### src/rtl/seven_seg_scanner.sv
// seven_seg_scanner: time-multiplexed 0-F driver for a DIGITS-wide 7-segment display.
// Displays shadowed data with leading-zero suppression and one dead-time cycle per digit slot.
module seven_seg_scanner #(
    parameter int DIGITS         = 4,
    parameter int DIV            = 1000,
    parameter bit SEG_ACTIVE_LOW = 1'b0,
    parameter bit DIG_ACTIVE_LOW = 1'b1,
    parameter bit LZ_BLANK       = 1'b1
) (
    input  logic                  clk,
    input  logic                  rst,
    input  logic                  load,
    input  logic [4*DIGITS-1:0]   value,
    input  logic [DIGITS-1:0]     dp,
    input  logic [DIGITS-1:0]     blank,
    output logic [6:0]            segments,
    output logic                  dp_out,
    output logic [DIGITS-1:0]     digit_en
);

    localparam int CNT_W = (DIV > 1) ? $clog2(DIV) : 1;
    localparam int IDX_W = (DIGITS > 1) ? $clog2(DIGITS) : 1;

    localparam logic [CNT_W-1:0]  CNT_LAST = CNT_W'(DIV - 1);
    localparam logic [IDX_W-1:0]  IDX_LAST = IDX_W'(DIGITS - 1);
    localparam logic [6:0]        SEG_INV  = {7{SEG_ACTIVE_LOW}};
    localparam logic [DIGITS-1:0] DIG_INV  = {DIGITS{DIG_ACTIVE_LOW}};

    logic [4*DIGITS-1:0] sh_val;
    logic [DIGITS-1:0]   sh_dp;
    logic [DIGITS-1:0]   sh_blank;
    logic [CNT_W-1:0]    cnt;
    logic [IDX_W-1:0]    idx;

    logic [3:0]          cur_nib;
    logic                cur_dp;
    logic                cur_dark;
    logic                zero_run;
    logic [DIGITS-1:0]   en_hot;
    logic [6:0]          seg_logical;

    // Active-high segment pattern, [6]=a .. [0]=g.
    function automatic logic [6:0] decode(input logic [3:0] nib);
        logic [6:0] s;
        case (nib)
            4'h0: s = 7'h7E;
            4'h1: s = 7'h30;
            4'h2: s = 7'h6D;
            4'h3: s = 7'h79;
            4'h4: s = 7'h33;
            4'h5: s = 7'h5B;
            4'h6: s = 7'h5F;
            4'h7: s = 7'h70;
            4'h8: s = 7'h7F;
            4'h9: s = 7'h7B;
            4'hA: s = 7'h77;
            4'hB: s = 7'h1F;
            4'hC: s = 7'h4E;
            4'hD: s = 7'h3D;
            4'hE: s = 7'h4F;
            default: s = 7'h47;
        endcase
        return s;
    endfunction

    // Walk from the most significant digit down so zero_run means "this nibble and
    // everything above it is zero" when the selected digit is reached.
    // NOTE: zero_run is a blocking scratch variable carried across loop iterations;
    // every comb output gets a default first so no latch is inferred.
    always_comb begin
        cur_nib  = 4'h0;
        cur_dp   = 1'b0;
        cur_dark = 1'b0;
        zero_run = 1'b1;
        en_hot   = '0;
        for (int i = DIGITS - 1; i >= 0; i--) begin
            zero_run = zero_run && (sh_val[4*i +: 4] == 4'h0);
            if (IDX_W'(i) == idx) begin
                en_hot[i] = 1'b1;
                cur_nib   = sh_val[4*i +: 4];
                cur_dp    = sh_dp[i];
                cur_dark  = sh_blank[i] || (LZ_BLANK && (i != 0) && zero_run);
            end
        end
        seg_logical = cur_dark ? 7'h00 : decode(cur_nib);
    end

    // NOTE: the design has no memory arrays, so every register, shadow data included,
    // is cleared by reset and the display comes up dark.
    always_ff @(posedge clk) begin
        if (rst) begin
            sh_val   <= '0;
            sh_dp    <= '0;
            sh_blank <= '0;
            cnt      <= '0;
            idx      <= '0;
            segments <= SEG_INV;
            dp_out   <= SEG_ACTIVE_LOW;
            digit_en <= DIG_INV;
        end else begin
            if (load) begin
                sh_val   <= value;
                sh_dp    <= dp;
                sh_blank <= blank;
            end

            if (cnt == CNT_LAST) begin
                cnt <= '0;
                idx <= (idx == IDX_LAST) ? '0 : idx + 1'b1;
            end else begin
                cnt <= cnt + 1'b1;
            end

            segments <= seg_logical ^ SEG_INV;
            dp_out   <= (cur_dp && !cur_dark) ^ SEG_ACTIVE_LOW;
            // First cycle of each slot keeps every digit off to avoid ghosting.
            digit_en <= ((cnt == '0) ? '0 : en_hot) ^ DIG_INV;
        end
    end

endmodule
### config.mk
export PLATFORM = sky130hd
export DESIGN_NAME = seven_seg_scanner
export DESIGN_NICKNAME = d
export VERILOG_FILES = /design/src/rtl/seven_seg_scanner.sv
export SDC_FILE = /design/constraint.sdc
export NUM_CORES = 1
export LEC_CHECK = 0
export BUFFER_PORTS_ARGS = -buffer_cell sky130_fd_sc_hd__buf_2
export CORE_MARGIN = 4
export CORE_UTILIZATION = 40
export CTS_BUF_LIST = sky130_fd_sc_hd__clkbuf_8
export DETAILED_ROUTE_END_ITERATION = 8
export HOLD_SLACK_MARGIN = 0.06
export PLACE_DENSITY = 0.57
export SLEW_MARGIN = 20
export SYNTH_ARGS = -nofsm -noshare
export SYNTH_HDL_FRONTEND = slang
export SYNTH_SLANG_ARGS = --single-unit
### constraint.sdc
create_clock -name clk -period 2.6 [get_ports clk]
set_clock_uncertainty 0.1 [all_clocks]
set_input_delay 0.26 -clock clk [delete_from_list [all_inputs] [get_ports clk]]
set_output_delay 0.26 -clock clk [all_outputs]
set_load 0.02 [all_outputs]
Word level (Yosys, flattened, before mapping)
Memory sizes are Yosys's and may differ from the RTL's. A register that Yosys moved wholly into a read port is not among the register bits.
Index checks and enable logic that the tools add are counted.
{ "op_classes": {"n_addsub": 2, "n_eq_ne": 5, "n_mux": 18, "bitwise": 1, "n_reduce_logical": 14} }
{ "ops": {"columns": ["op", "n"], "rows": [
  ["4-bit two-way mux", 5],
  ["4-bit logical NOT", 3],
  ["1-bit two-way mux", 12],
  ["10-bit by 1-bit adder with 10-bit output (second input constant)", 1],
  ["10-bit equality test (second input constant)", 1],
  ["10-bit logical NOT", 1],
  ["2-bit equality test (first input constant)", 2],
  ["4-bit inverter", 1],
  ["2-bit OR reduction", 2],
  ["1-bit logical AND", 3],
  ["1-bit logical OR", 3],
  ["2-bit by 1-bit adder with 2-bit output (second input constant)", 1],
  ["1-bit by 2-bit equality test with 1-bit output (first input constant)", 1],
  ["2-bit equality test (second input constant)", 1],
  ["2-bit logical NOT", 1],
  ["2-bit two-way mux", 1],
  ["1-bit logical NOT", 1]
]} }
{ "totals": {"ff_bits": 41, "mem_bits_ro": 112, "inputBits": 27, "out_inout_bits": 12, "word_cells": 48, "mem_count": 1} }
{ "memory_table": {"columns": ["name", "words", "word_bits", "read_ports", "rd_ports_with_merged_regs", "write_ports", "line", "source"], "rows": [
  ["(no name shown)", 16, 7, 1, 1, 0, "45", "case (nib)"]
]} }

Logic depth before layout (Yosys ltp)
{ "depth": {"ltp_word": 8, "depth_mapped": 11, "ltp_nobuf": 10} }

Least setup slack after synthesis
No wires, ideal clock.
{ "synth_timing": {"path_type": "register to register", "from": "register idx[0]", "to": "register segments[3]", "setup_ns": 0.066, "arrival_ns": 2.067, "t_required_ns": 2.434, "setup_slack_ns": 0.367, "stages_incl_launch_ff": 11, "n_path_buf": 1, "synth_period_minus_slack_ns": 2.233, "cell_sequence": "dfxtp_1 -> inv_1 -> ha_1 -> buf_6 -> inv_1 -> nand3_1 -> a31oi_1 -> inv_1 -> ha_1 -> a211o_1 -> a21oi_2"} }
{ "synth_via": {"elab_chain_cells": 6, "elab_cells_between_ends": 13, "cone_classes": "3 x eq/ne; 8 x mux; 2 x reduce/logical"} }
{ "synth_lines": {"columns": ["element", "line", "source"], "rows": [
  ["start, declared", "33", "logic [IDX_W-1:0] idx;"],
  ["start signal, assigned", "109", "idx <= (idx == IDX_LAST) ? '0 : idx + 1'b1;"],
  ["2-bit equality test", "78", "if (IDX_W'(i) == idx) begin"],
  ["1-bit two-way mux (4 in series)", "78", null],
  ["2-bit OR reduction (no line)", null, null],
  ["end, declared", "16", "output logic [6:0] segments,"]
]} }
Parallel ways exist; a longest one is shown, timed or not.
A chain may end at the register's enable or synchronous reset.

Final worst setup path
{ "layout_timing": {"from": "register idx[0]", "to": "register segments[6]"} }
The elaborated chain is that of the path after synthesis.

==> results.tsv <==
stage	metric	value	unit
logic_synthesis	commonest cells in the netlist	dfxtp_1 (48), nor2_1 (47), mux2i_1 (28)	
route	Total Wirelength	4690	um
timing	Max Clock Freq	424	MHz
global_route	grt ovf	0	
place	PortBufs	38	
critical_path	CP Max Fanout	11	
timing	unrepaired setup endpoints after global routing	no	
route	post-route met1 wirelength	2280	um
timing	Hold Violations, Final	0	
route	Initial DRT Pass Iterations	4	
status	status	finished clean	
timing	Tmin final	2.36	ns
clock_tree	# resized after CTS	0	
critical_path	slowest stage cell, crit path	a221oi_2	
timing	fin crit share	0.907	
pwr	Leak	0.00117	uW
worst_hold_path	min-delay worst type	input pin to register	
global_route	largest net degree at the start of global routing	32	
pwr	pwr/cell area	604	mW/mm^2
logic_synthesis	share of the synthesized area in the top cell type	0.419	
logic_synthesis	top cell type by total area after synthesis	dfxtp_1	
finish	ANT cells	0	
worst_hold_path	hold path startpoint	value[14]	
logic_synthesis	Mapped Cells	243	
place	Detailed Place HPWL	3460	um
logic_synthesis	Yosys cell types	44	
global_route	GR Util All Layers	0.138	
route	wire per inst	13.4	um
logic_synthesis	Synth warnings	0	
clock_tree	Worst-path clk slew	0.09	ns
logic_synthesis	Net Count, Synth	283	
worst_hold_path	hold-critical path depth	3	
clock_tree	root buffer cell	clkbuf_8	
place	global placer's final weighted congestion	0.863	
pwr	VDD IR max	307	uV
critical_path	Arr. time, crit path	2.50	ns
logic_synthesis	ys async rst share	0	
critical_path	r2r setup slk	0.24	ns
clock_tree	CTS buffer count	5	
floorplan	Die Ht	83.8	um
critical_path	RR Startpoint	idx[0]	
clock_tree	# H-tree levels	2	
floorplan	initial core utilization	0.414	
timing	Fin Setup TNS	0	ns
logic_synthesis	flops & latches, synth	48	
clock_tree	CTS tree	done	
critical_path	CP endpoint kind	register	
floorplan	Die Area	0.00702	mm^2
logic_synthesis	mapped cell area	0.00230	mm^2
critical_path	worst-path cell chain	inv_1 > ha_1 > nand3b_1 > a221oi_2 > inv_1 > ha_1 > o22a_1 > a21oi_2	
floorplan	Die Wd	83.8	um
critical_path	critical path class	register to register	
clock_tree	Post-CTS Hold Buffers	0	
timing	Final setup viols	0	
finish	area grow syn2layout	15.4	%
logic_synthesis	syn_area_per_cell	9.45	um^2
critical_path	CP peak stage delay	0.42	ns
global_route	number of global-route vias before repair	1667	
route	Post-DRT Antenna Nets	0	
logic_synthesis	Main synth FF type	dfxtp_1	
critical_path	Worst R2R End	segments[6]	
clock_tree	CTS Buffer Depth	2	
worst_hold_path	hold path endpoint	sh_val[14]	
route	detailed-routed wire length on met3	160	um
route	initial drt markers	93	
logic_synthesis	number of flops mapped to enable cells by yosys	0	
finish	# fillers	557	
logic_synthesis	most common cell in the netlist	dfxtp_1	
finish	ratio of cells with drive above 1 in the final layout	0.215	
floorplan	core area	0.00554	mm^2
route	Vias/cell	4.84	
finish	multi-input logic area	0.00121	mm^2
clock_tree	clk sinks	48	
clock_tree	Worst-Skew Late Latency	0.30	ns
route	met2 routed WL	2180	um
finish	Sequential cell area	961	um^2
logic_synthesis	sequential share of the synthesized area	0.419	
pwr	total design power	1600	uW
logic_synthesis	largest cells by area after synthesis	dfxtp_1 (42%), mux2i_1 (12%), nor2_1 (7.7%), ha_1 (7.1%), nand2_1 (2.1%)	
route	drc violations	0	
finish	nets	319	
global_route	antenna violations before repair	0	
timing	headroom to the max-slew limit	0.523	
route	uppermost layer routed	met4	
critical_path	R2R depth	8	
timing	worst slew pin tran	0.715	ns
route	via count	1699	
clock_tree	Post-CTS Setup Bufs	0	
floorplan	I/O pin count	39	
floorplan	row cnt	27	
global_route	first-pass GRT wire length	7910	um
timing	fin. max-slew vios	0	
job	max-cap violations	0	
critical_path	Startpoint Class	register	
critical_path	critical path required time	2.74	ns
==> critical path: cells and delay by family (launching register included) <==
family / cells / cell delay [ns]
flip-flops: 1 / 0.39
adder cells (fa/ha/maj): 2 / 0.58
AO/OA/AOI/OAI: 3 / 0.74
AND/OR/NAND/NOR: 1 / 0.22
buffers and inverters: 2 / 0.27
==> state kept, by name, indices dropped and copies added, names as in the netlist <==
signal,flops
segments,7
sh_blank,4
sh_val,16
sh_dp,4
cnt,10
digit_en,4
dp_out,1
idx,2
==> power by group <==
group / internal, uW / switching [uW]
combinational: 84.1 / 103
clock: 378 / 237
sequential: 774 / 23.4
total: 1240 / 363
==> stage by stage <==
stage	utilization	instance area (um^2)	worst slack, ns	hold WS (ns)	instances
floorplan	-	2300	0.367	0.307	243
global placement	0.455	2520	0.320	0.345	344
detailed placement	0.455	2520	0.262	0.354	344
CTS	0.478	2650	0.238	0.0835	351
global route	0.478	2650	0.00474	0.0933	351
finish	0.478	2650	0.241	0.0873	351
==> metal layers <==
| layer | track usage | vias to the layer above |
|---|---|---|
| met1 | 0.180 | 766 |
| li1 | - | 899 |
| met2 | 0.223 | 26 |
| met5 | 0 | - |
| met4 | 0.0497 | 0 |
| met3 | 0.0326 | 8 |
==> worst max-delay path by stage <==
stage	from	to	slack [ns]
2_1_floorplan	idx[0]	segments[3]	0.37
3_3_place_gp	idx[0]	segments[3]	0.32
3_5_place_dp	idx[0]	segments[6]	0.26
4_1_cts	idx[0]	segments[6]	0.24
5_1_grt	idx[0]	segments[6]	0.005
6_report	idx[0]	segments[6]	0.24
==> cells by family after synthesis <==
group | Yosys count | synth area share
compound gates | 28 | 0.106
xor+xnor | 8 | 0.0305
fa+ha+maj | 13 | 0.0708
buf+inv | 24 | 0.0534
flops | 48 | 0.419
mux | 28 | 0.122
simple gates | 94 | 0.198
==> placed cells by master (no fill, tap or decap), types with 4 or more instances in the layout <==
cell	netlist	layout
xnor2_1	5	5
inv_1	12	12
nand2b_1	4	4
clkbuf_8	0	5
ha_1	13	13
mux2i_1	28	28
nand2_1	13	13
buf_2	2	38
a21oi_1	4	4
nor2_1	47	47
o22ai_1	4	4
dfxtp_1	48	48
nand3_1	6	6
==> layout make-up <==
class / instances / share of cell area
Clock inverter: 2 / 0.0227
Tap cell: 72 / 0.0340
Clock buffer: 5 / 0.0260
Sequential cell: 48 / 0.363
Inverter: 12 / 0.0170
Multi-Input combinational cell: 171 / 0.458
Timing Repair Buffer: 41 / 0.0803
(Power assumes the default switching activity.)
